$ cat config.mk
export PLATFORM = sky130hd
export DESIGN_NAME = da_fir_param
export DESIGN_NICKNAME = d
export VERILOG_FILES = /design/src/rtl/da_fir_pkg.sv /design/src/rtl/da_lut4.sv /design/src/rtl/da_fir_param.sv
export SDC_FILE = /design/constraint.sdc
export NUM_CORES = 1
export LEC_CHECK = 0
export BUFFER_PORTS_ARGS = -buffer_cell sky130_fd_sc_hd__clkbuf_2
export CAP_MARGIN = 20
export CORE_UTILIZATION = 51
export CTS_BUF_LIST = sky130_fd_sc_hd__clkbuf_16
export CTS_CLUSTER_DIAMETER = 120
export CTS_CLUSTER_SIZE = 12
export DETAILED_ROUTE_END_ITERATION = 8
export PLACE_DENSITY = 0.68
export SLEW_MARGIN = 10
export SYNTH_ARGS = -nofsm -noshare
export SYNTH_HDL_FRONTEND = slang
export SYNTH_HIERARCHICAL = 1
export SYNTH_SLANG_ARGS = --single-unit
$ cat constraint.sdc
create_clock -name clk -period 7.4 [get_ports clk]
set_input_delay 2.22 -clock clk [delete_from_list [all_inputs] [get_ports clk]]
set_output_delay 2.22 -clock clk [all_outputs]
set_load 0.05 [all_outputs]
$ cat src/rtl/da_fir_pkg.sv
`default_nettype none
// ============================================================================
//  Module      : da_fir_pkg
//  Description : Shared constants and helper functions for the parametrised
//                distributed-arithmetic FIR filter: ceil(log2), accumulator
//                width, FSM state encoding and the partial-sum table builder.
//  Revision    : 1.0  initial release
// ============================================================================
package da_fir_pkg;

    // Widest packed coefficient vector the table builder accepts
    // (16 taps of up to 32-bit coefficients).
    localparam int MAX_COEFF_BITS = 512;
    // Working width of a table entry before it is cut to the LUT output width.
    localparam int LUT_W = 64;

    typedef logic [0:0] state_t;
    localparam state_t ST_IDLE = 1'b0;
    localparam state_t ST_RUN  = 1'b1;

    function automatic int clog2(input int value);
        int r;
        r = 0;
        for (int i = 0; i < 31; i++) begin
            if ((1 << i) < value) r = i + 1;
        end
        return r;
    endfunction

    // One guard bit on top of the exact worst-case product-sum width.
    function automatic int acc_width(input int x_w, input int c_w, input int n_taps);
        return x_w + c_w + clog2(n_taps) + 1;
    endfunction

    // Sum of the coefficients of taps group*4 .. group*4+3 whose address bit
    // is set. Taps at or beyond n_taps contribute nothing, so a short last
    // group behaves as if its missing address bits were tied low.
    function automatic logic signed [LUT_W-1:0] lut_entry(
        input logic [MAX_COEFF_BITS-1:0] coeffs,
        input int                        n_taps,
        input int                        c_w,
        input int                        group,
        input logic [3:0]                addr
    );
        logic signed [LUT_W-1:0] sum;
        logic signed [LUT_W-1:0] coef;
        sum = '0;
        for (int k = 0; k < 4; k++) begin
            if (addr[k] && ((group * 4 + k) < n_taps)) begin
                // Move the field to the top, then shift back arithmetically
                // to sign-extend a c_w-bit coefficient.
                coef = $signed(LUT_W'(coeffs >> ((group * 4 + k) * c_w)) << (LUT_W - c_w))
                       >>> (LUT_W - c_w);
                sum  = sum + coef;
            end
        end
        return sum;
    endfunction

endpackage
`default_nettype wire

$ cat src/rtl/da_lut4.sv
`default_nettype none
// ============================================================================
//  Module      : da_lut4
//  Description : Combinational 16-entry partial-sum table covering four taps
//                (taps GROUP*4 .. GROUP*4+3) of the DA FIR filter.
//  Ports       : addr  in  4      one bit per tap, bit 0 = lowest tap
//                psum  out OUT_W  signed sum of selected coefficients
//  Revision    : 1.0  initial release
// ============================================================================
module da_lut4
    import da_fir_pkg::*;
#(
    parameter int                      N_TAPS = 8,
    parameter int                      C_W    = 8,
    parameter int                      GROUP  = 0,
    parameter int                      OUT_W  = 20,
    parameter logic [N_TAPS*C_W-1:0]   COEFFS = '0
) (
    input  logic [3:0]              addr,
    output logic signed [OUT_W-1:0] psum
);

    localparam logic [MAX_COEFF_BITS-1:0] c_coeffs = MAX_COEFF_BITS'(COEFFS);

    logic signed [OUT_W-1:0] w_table [16];

    for (genvar e = 0; e < 16; e++) begin : g_entry
        localparam logic signed [LUT_W-1:0] c_val =
            lut_entry(c_coeffs, N_TAPS, C_W, GROUP, 4'(e));
        assign w_table[e] = c_val[OUT_W-1:0];
    end

    assign psum = w_table[addr];

endmodule
`default_nettype wire

$ cat src/rtl/da_fir_param.sv
`default_nettype none
// ============================================================================
//  Module      : da_fir_param
//  Description : Parametrised distributed-arithmetic FIR filter. Consumes L
//                bits of every delay-line sample per cycle, MSB slice first,
//                and produces one scaled / optionally saturated output per
//                accepted sample.
//  Ports       : clk        in   1     clock, rising edge
//                RstN       in   1     asynchronous active-low reset
//                in_valid   in   1     X holds a sample
//                in_ready   out  1     high while idle
//                X          in   X_W   signed input sample
//                flush      in   1     zero the delay line (idle only)
//                Yn         out  Y_W   registered signed output
//                out_valid  out  1     one-cycle strobe, Yn updated
//  Revision    : 1.0  initial release
// ============================================================================
module da_fir_param
    import da_fir_pkg::*;
#(
    parameter int                    N_TAPS = 8,
    parameter int                    X_W    = 8,
    parameter int                    C_W    = 8,
    parameter int                    Y_W    = 16,
    parameter int                    L      = 1,
    parameter logic [N_TAPS*C_W-1:0] COEFFS = {8'sd1, 8'sd2, 8'sd3, 8'sd4,
                                               8'sd4, 8'sd3, 8'sd2, 8'sd1},
    parameter int                    SHIFT  = 0,
    parameter int                    SAT    = 1
) (
    input  logic                  clk,
    input  logic                  RstN,
    input  logic                  in_valid,
    output logic                  in_ready,
    input  logic signed [X_W-1:0] X,
    input  logic                  flush,
    output logic signed [Y_W-1:0] Yn,
    output logic                  out_valid
);

    localparam int c_acc_w   = acc_width(X_W, C_W, N_TAPS);
    localparam int c_n_grp   = (N_TAPS + 3) / 4;
    localparam int c_n_slice = X_W / L;
    localparam int c_cnt_w   = clog2(c_n_slice + 1);
    localparam int c_cmp_w   = ((c_acc_w > Y_W) ? c_acc_w : Y_W) + 1;

    localparam logic [c_cnt_w-1:0]        c_last = c_cnt_w'(c_n_slice - 1);
    localparam logic signed [c_cmp_w-1:0] c_ymax = {{(c_cmp_w-Y_W+1){1'b0}}, {(Y_W-1){1'b1}}};
    localparam logic signed [c_cmp_w-1:0] c_ymin = {{(c_cmp_w-Y_W+1){1'b1}}, {(Y_W-1){1'b0}}};

    state_t                    r_state;
    logic [X_W-1:0]            r_x [N_TAPS];
    logic signed [c_acc_w-1:0] r_acc;
    logic [c_cnt_w-1:0]        r_cnt;
    logic signed [Y_W-1:0]     r_yn;
    logic                      r_out_valid;

    logic signed [c_acc_w-1:0] w_p [L][c_n_grp];
    logic signed [c_acc_w-1:0] w_sum;
    logic signed [c_acc_w-1:0] w_acc_next;
    logic signed [c_cmp_w-1:0] w_ext;
    logic signed [c_cmp_w-1:0] w_r;
    logic signed [Y_W-1:0]     w_y;

    // During RUN every delay-line word is rotated left by L, so the slice
    // being processed always sits in the top L bits. After X_W/L rotations
    // the words are back in their original orientation for the next sample.
    function automatic logic [X_W-1:0] rotl(input logic [X_W-1:0] a);
        return (a << L) | (a >> (X_W - L));
    endfunction

    for (genvar j = 0; j < L; j++) begin : g_slice
        for (genvar g = 0; g < c_n_grp; g++) begin : g_group
            logic [3:0] w_addr;
            for (genvar k = 0; k < 4; k++) begin : g_bit
                if ((g * 4 + k) < N_TAPS) begin : g_tap
                    assign w_addr[k] = r_x[g*4+k][X_W-L+j];
                end else begin : g_pad
                    assign w_addr[k] = 1'b0;
                end
            end
            da_lut4 #(
                .N_TAPS (N_TAPS),
                .C_W    (C_W),
                .GROUP  (g),
                .OUT_W  (c_acc_w),
                .COEFFS (COEFFS)
            ) u_lut (
                .addr (w_addr),
                .psum (w_p[j][g])
            );
        end
    end

    // Bit j of the slice carries weight 2^j; the very first slice holds the
    // sign bit (top bit of the top slice), which carries negative weight.
    always_comb begin
        w_sum = '0;
        for (int j = 0; j < L; j++) begin
            for (int g = 0; g < c_n_grp; g++) begin
                if ((r_cnt == '0) && (j == L - 1)) begin
                    w_sum = w_sum - (w_p[j][g] <<< j);
                end else begin
                    w_sum = w_sum + (w_p[j][g] <<< j);
                end
            end
        end
    end

    assign w_acc_next = (r_acc <<< L) + w_sum;
    assign w_ext      = {{(c_cmp_w-c_acc_w){w_acc_next[c_acc_w-1]}}, w_acc_next};
    assign w_r        = w_ext >>> SHIFT;

    always_comb begin
        w_y = w_r[Y_W-1:0];
        if (SAT != 0) begin
            if (w_r > c_ymax) begin
                w_y = c_ymax[Y_W-1:0];
            end else if (w_r < c_ymin) begin
                w_y = c_ymin[Y_W-1:0];
            end
        end
    end

    always_ff @(posedge clk or negedge RstN) begin
        if (!RstN) begin
            r_state <= ST_IDLE;
            for (int t = 0; t < N_TAPS; t++) r_x[t] <= '0;
            r_acc       <= '0;
            r_cnt       <= '0;
            r_yn        <= '0;
            r_out_valid <= 1'b0;
        end else begin
            r_out_valid <= 1'b0;
            case (r_state)
                ST_IDLE: begin
                    if (flush) begin
                        for (int t = 0; t < N_TAPS; t++) r_x[t] <= '0;
                    end else if (in_valid) begin
                        r_x[0] <= X;
                        for (int t = 1; t < N_TAPS; t++) r_x[t] <= r_x[t-1];
                        r_acc   <= '0;
                        r_cnt   <= '0;
                        r_state <= ST_RUN;
                    end
                end
                ST_RUN: begin
                    for (int t = 0; t < N_TAPS; t++) r_x[t] <= rotl(r_x[t]);
                    r_acc <= w_acc_next;
                    r_cnt <= r_cnt + c_cnt_w'(1);
                    if (r_cnt == c_last) begin
                        r_yn        <= w_y;
                        r_out_valid <= 1'b1;
                        r_state     <= ST_IDLE;
                    end
                end
                default: r_state <= ST_IDLE;
            endcase
        end
    end

    assign in_ready  = (r_state == ST_IDLE);
    assign Yn        = r_yn;
    assign out_valid = r_out_valid;

endmodule
`default_nettype wire

* After elaboration in Yosys (flattened, before gate mapping)
Memories as Yosys holds them, arrays and structs flattened.
Cells that the tools add are included.
** Word-level totals
- Input port bits :: 12
- Output and inout bits :: 18
- Latch bits :: 0
- Flip-flop bits (word level) :: 105
- Memories :: 2
- RAM bits :: 0
- Logic and storage cells :: 65
- Memory bits (read-only) :: 640
** Memories
- (name not given) :: words 16, width 20, rd ports 1, clocked after Yosys merged registers in 0, write ports 0, line da_lut4.sv:33 : assign psum = w_table[addr];
- (name not given) :: words 16, width 20, rd ports 1, clocked after Yosys merged registers in 0, write ports 0, line da_lut4.sv:33
** Operators by class
- Reductions and logical operators :: 3
- Add/sub/neg operators :: 5
- Divide/modulo/power cells :: 0
- Magnitude comparators :: 4
- Equal/unequal tests :: 4
- $mul :: 0
- Bitwise logic cells :: 11
- Shift operators :: 0
- Mux-type cells :: 23
** Operators with widths (count)
- 64-bit two-way mux :: 2
- 64-bit one-hot mux with 2 select lines :: 1
- 20-bit two-way mux :: 6
- 8-bit by 1-bit bitwise OR with 8-bit output :: 8
- 20-bit adder :: 2
- 19-bit two-way mux :: 2
- 19-bit one-hot mux with 2 select lines :: 1
- 16-bit two-way mux :: 2
- 20-bit by 16-bit > comparator with 1-bit output (second input constant) :: 1
- 20-bit by 16-bit < comparator with 1-bit output (second input constant) :: 1
- 1-bit by 20-bit subtractor with 20-bit output (first input constant) :: 1
- 20-bit subtractor :: 1
- 5-bit greater-or-equal comparator (second input constant) :: 2
- 4-bit inverter with 5-bit output :: 2
- 4-bit two-way mux :: 2
- 4-bit one-hot mux with 2 select lines :: 1
- 1-bit two-way mux :: 5
- 4-bit by 1-bit adder with 4-bit output (second input constant) :: 1
- 4-bit by 3-bit == test with 1-bit output (second input constant) :: 1
- 4-bit logical NOT :: 1
- 2-bit != test (second input constant) :: 2
- 2-bit AND reduction :: 2
- 3-bit by 2-bit != test with 1-bit output (second input constant) :: 1
- 1-bit one-hot mux with 2 select lines :: 1
- 1-bit inverter :: 1

* Logic depth before layout (Yosys ltp)
- Depth in word-level cells :: 12
- Depth in mapped cells :: 30
- Depth with buffers taken out :: 28

* Cells and area by module
Netlist, hierarchy kept.
** By module, submodules not included
- da_fir_param :: area an instance 7149.4 sq um, cells an instance 773, sequential area each 2627.5 sq um, instances 1
- da_lut4 at g_slice[0].g_group[1].u_lut :: area an instance 187.7 sq um, cells an instance 24, sequential area each 0.0 sq um, instances 1
- da_lut4 at g_slice[0].g_group[0].u_lut :: area an instance 186.4 sq um, cells an instance 27, sequential area each 0.0 sq um, instances 1

* Worst setup path before layout
No wires, ideal clock.
- Path type :: register to register
- Start point :: reg r_x (netlist bit g_slice[0].g_group[1].w_addr[1])
- End point :: reg r_yn[10] (netlist: Yn[10])
- Required time :: 7.320 ns
- Stages on the path, launching flop included :: 25
- Arrival :: 5.402 ns
- Slack :: 1.918 ns
- Clock period less this slack :: 5.482 ns
- Path through :: dfrtp_1 ha_1 nor2b_1 nor4_2 or2b_1 nor2_1 or4b_2 o21ai_0 xor2_1 ha_1 and2_1 a22o_1 a311oi_1 nor3_1 a21oi_1 xnor2_1 ha_1 a31o_2 and3_1 a221oi_2 nor2_1 mux2i_1 o41ai_4 buf_12 o22ai_2
** RTL lines
- start: declaration :: line da_fir_param.sv:52 : logic [X_W-1:0] r_x [N_TAPS];
- end signal: assignment :: line da_fir_param.sv:152 : r_yn <= w_y;
- end: declaration :: line da_fir_param.sv:55 : logic signed [Y_W-1:0] r_yn;

==> results summary <==
The run finished with clean final reports. Counting both buffers and inverters, the worst setup path holds a total of 0. By instance count, the cell type seen most on the critical path is sky130_fd_sc_hd__ha_1.

Setup total negative slack on the finished layout was measured at 0 ps. The startpoint identified for the worst register-to-register timing path is g_slice[0].g_group[1].w_addr[0]. The total of endpoints with negative setup slack in the final report is 0. The min-delay analysis places its worst path in the category flop to flop. The number of port buffers is 29. The delay of the slowest cell on the worst path came out at 780 ps. Yosys mapped the design onto 64 distinct sky130hd cell types.

The slowest stage of the critical path is the sky130_fd_sc_hd__a41oi_2 cell. The portion of the clock cycle consumed by the worst path in the final layout is 0.879. The largest net degree at the start of global routing is 84. The share of flip-flops with an asynchronous set or reset after synthesis is 1.00.

The repair_antennas step left the layout with diodes totalling 0. Hold repair after CTS inserted 0 buffers. Once the clock tree was built, the resizer swapped 0 gates to a different size. The max-cap check violation count is 0. The critical path depth in cells is 22.

The via count of the first global-routing pass was 5694. The insertion delay to the later sink of the worst-skew pair came out at 350 ps. The slack of the worst reg-to-reg path is 890 ps. The worst setup path is captured at a flop. For this configuration, the core starts out at a cell density of 0.520.

The number of filler cells placed in the layout came out at 1303. The first global-routing pass estimated 26400 um of wire. In the synthesized netlist, the number of instances is 824. The floorplan has 44 rows. The share of the yosys chip area belonging to registers came out at 0.349. The number of violations reported at the end of detailed-routing iteration 0 came out at 333. The number of cells on the worst hold path is 2.

The final routed wirelength across all metal layers is 15500 um. The die is 123 um wide. The core region area is 14500 um^2. After detailed routing, the average wire length per cell comes to 15.2 um. The placer congestion estimate is 0.929.

The HPWL reported at the end of detailed placement is 11100 um. For hold timing, the worst endpoint is r_x[4]. The commonest non-fill, non-tap cell in the layout is sky130_fd_sc_hd__dfrtp_1. The number of clock buffers added by TritonCTS is 9. The worst register-to-register path ends at Yn[14]. STA classifies the critical path startpoint as a flop. The source of the worst hold timing path is r_x[3]. Setup repair after global routing left no endpoint under its margin. The area added between synthesis and finish came out at 6.14%. Grouping stages by cell kind, the critical path spends the most delay in compound AO/OA/AOI/OAI gates. The critical path data required time came out at 7590 ps. The TritonCTS clock tree is yes.

The number of max-slew violations in the final report is 0. The number of setup buffers added after CTS is 0. CTS placed an instance of sky130_fd_sc_hd__clkbuf_16 at the clock tree root.

The die is 123 um tall. The first-pass iteration count of the detailed router came out at 5. The share of cells above drive strength 1 came out at 0.0990. The combined area of all synthesized cells is 7520 um^2. The worst register-to-register path has a depth of 22. The die outline area came out at 15200 um^2. The net count of the finished layout is 891.

The minimum clock period came out at 6510 ps. The mean post-synth cell area is 9.13 um^2. The per-cell via count in the routed design is 5.69. Of all nets on the critical path, the largest fanout is 15.

The worst setup path category is flop to flop. Measured against its own limit, the worst slew margin works out to 0.290. The count of state elements after synthesis came out at 105. The clock tree buffer depth is 2. The number of failing hold endpoints at the final stage is 0.

On the final layout, the worst clock skew is 6.59 ps. The predominant post-synthesis flop cell is sky130_fd_sc_hd__dfrtp_1. During synthesis, Yosys emitted a total of 6 warnings. The number of top-level pins is 30. The initial antenna violation count is 0. The transition time of the tightest slew-check pin is 1060 ps. The number of enable flip-flop cells after synthesis came out at 0. The global routing usage summed across all routing layers came out at 0.218. In this run the remaining antenna-violating nets after routing total 0. In the layout the commonest cells are sky130_fd_sc_hd__dfrtp_1, sky130_fd_sc_hd__o21ai_0, sky130_fd_sc_hd__nand2_1. The highest clock frequency the design can meet came out at 154 MHz. The total via count after detailed routing is 5820. The final routed DRC violation total came out at 0. The critical path goes through ha_1 -> nor2b_1 -> nor4_2 -> or2b_1 -> nor2_1 -> or4b_2 -> o21ai_0 -> xor2_1 -> ha_1 -> and2_1 -> a22o_1 -> a311oi_1 -> nor3_1 -> a21oi_1 -> xnor2_1 -> ha_1 -> a31o_2 -> and3_1 -> a221oi_2 -> xor2_1 -> a41oi_2 -> o22ai_1. The critical path arrival is 6700 ps. Clock-pin slew was measured on the worst setup and hold paths at 70 ps.

The total overflow reported by the global router is 0. The number of clock sinks seen by CTS is 105. The H-tree depth reported by CTS came out at 3.
[per-layer routing]
layer | global-route usage | vias to the layer above | part of all wire
met1 | 0.270 | 2850 | 0.45
met3 | 0.0300 | 17 | 0.025
met4 | 0.0655 | 0 | 0.016
li1 | - | 2864 | -
met5 | 0 | - | 0
met2 | 0.390 | 89 | 0.51
[worst min-delay path, delay by kind of cell (launching register included)]
family	cells	cell delay [ps]
AO/OA/AOI/OAI	1	60
flip-flops	1	340
AND/OR/NAND/NOR	1	50
[worst max path at each step]
stage	from	endpoint
5_1_grt	r_cnt[0]	Yn[14]
4_1_cts	r_cnt[0]	Yn[3]
3_5_place_dp	r_cnt[0]	Yn[1]
6_report	g_slice[0].g_group[1].w_addr[0]	Yn[14]
2_1_floorplan	g_slice[0].g_group[1].w_addr[1]	Yn[10]
3_3_place_gp	r_cnt[0]	Yn[1]
[synth_stat cells (3+ instances only)]
cell                       number  share of area
sky130_fd_sc_hd__a21o_1        10          0.010
sky130_fd_sc_hd__a31oi_1        4         0.0033
sky130_fd_sc_hd__mux2i_1       65          0.086
sky130_fd_sc_hd__dfrtp_1      105           0.35
sky130_fd_sc_hd__nand2_1       94          0.047
sky130_fd_sc_hd__nor2_1        55          0.027
sky130_fd_sc_hd__o211ai_1       3         0.0030
sky130_fd_sc_hd__a21oi_1       41          0.027
sky130_fd_sc_hd__nor4_1         5         0.0042
sky130_fd_sc_hd__o31ai_1        3         0.0030
sky130_fd_sc_hd__o22ai_1        6         0.0050
sky130_fd_sc_hd__nor2b_1        7         0.0058
sky130_fd_sc_hd__inv_1         26          0.013
sky130_fd_sc_hd__xor2_1        28          0.033
sky130_fd_sc_hd__o41ai_1        4         0.0047
sky130_fd_sc_hd__nand2b_1      10         0.0083
sky130_fd_sc_hd__a31o_2         3         0.0035
sky130_fd_sc_hd__o21a_1         5         0.0050
sky130_fd_sc_hd__buf_4         32          0.032
sky130_fd_sc_hd__clkbuf_1      31          0.015
sky130_fd_sc_hd__o22ai_2       10          0.017
sky130_fd_sc_hd__nor3_1        12         0.0080
sky130_fd_sc_hd__nand3_1        3         0.0020
sky130_fd_sc_hd__o21bai_1       3         0.0030
sky130_fd_sc_hd__xnor2_1       46          0.054
sky130_fd_sc_hd__a22o_1        19          0.022
sky130_fd_sc_hd__o21ai_0      102          0.068
sky130_fd_sc_hd__ha_1          44          0.073
[final cells by class]
class | count | area [um^2] | share of cell area
clock buffer | 9 | 225 | 0.0282
clock inverter | 7 | 93.8 | 0.0118
inverter | 26 | 97.6 | 0.0122
multi-input combinational | 657 | 4520 | 0.566
sequential | 105 | 2630 | 0.329
tap | 184 | 230 | 0.0288
timing repair buffer | 34 | 191 | 0.0240
[flip-flops by register name, indices dropped and copies added, names as in the netlist]
register	flops
r_x	56
r_acc	19
Yn	16
g_slice.g_group.w_addr	8
r_cnt	4
out_valid	1
r_state	1
[logic make-up after synthesis]
kind of cell               share of synthesized area
buffers and inverters                         0.0652
DFF                                            0.349
muxes                                         0.0885
other                                       0.000998
and+or+nand+nor                                0.133
AOI/OAI and AO/OA                              0.196
adders and majority gates                     0.0785
xor gates and xnor gates                      0.0883
[metrics by stage]
stage	area, um^2	setup WS, ps	utilization	instances	hold slack (ps)
after floorplan	7640	1920	-	854	452
after global placement	7650	1030	0.529	1005	465
after detailed placement	7650	841	0.529	1005	474
after CTS	7970	799	0.551	1021	495
after global routing	7990	413	0.552	1022	517
final	7990	894	0.552	1022	486
Power is not shown: default switching activity piles up to over one toggle a cycle in this logic, so the estimate is an artifact.
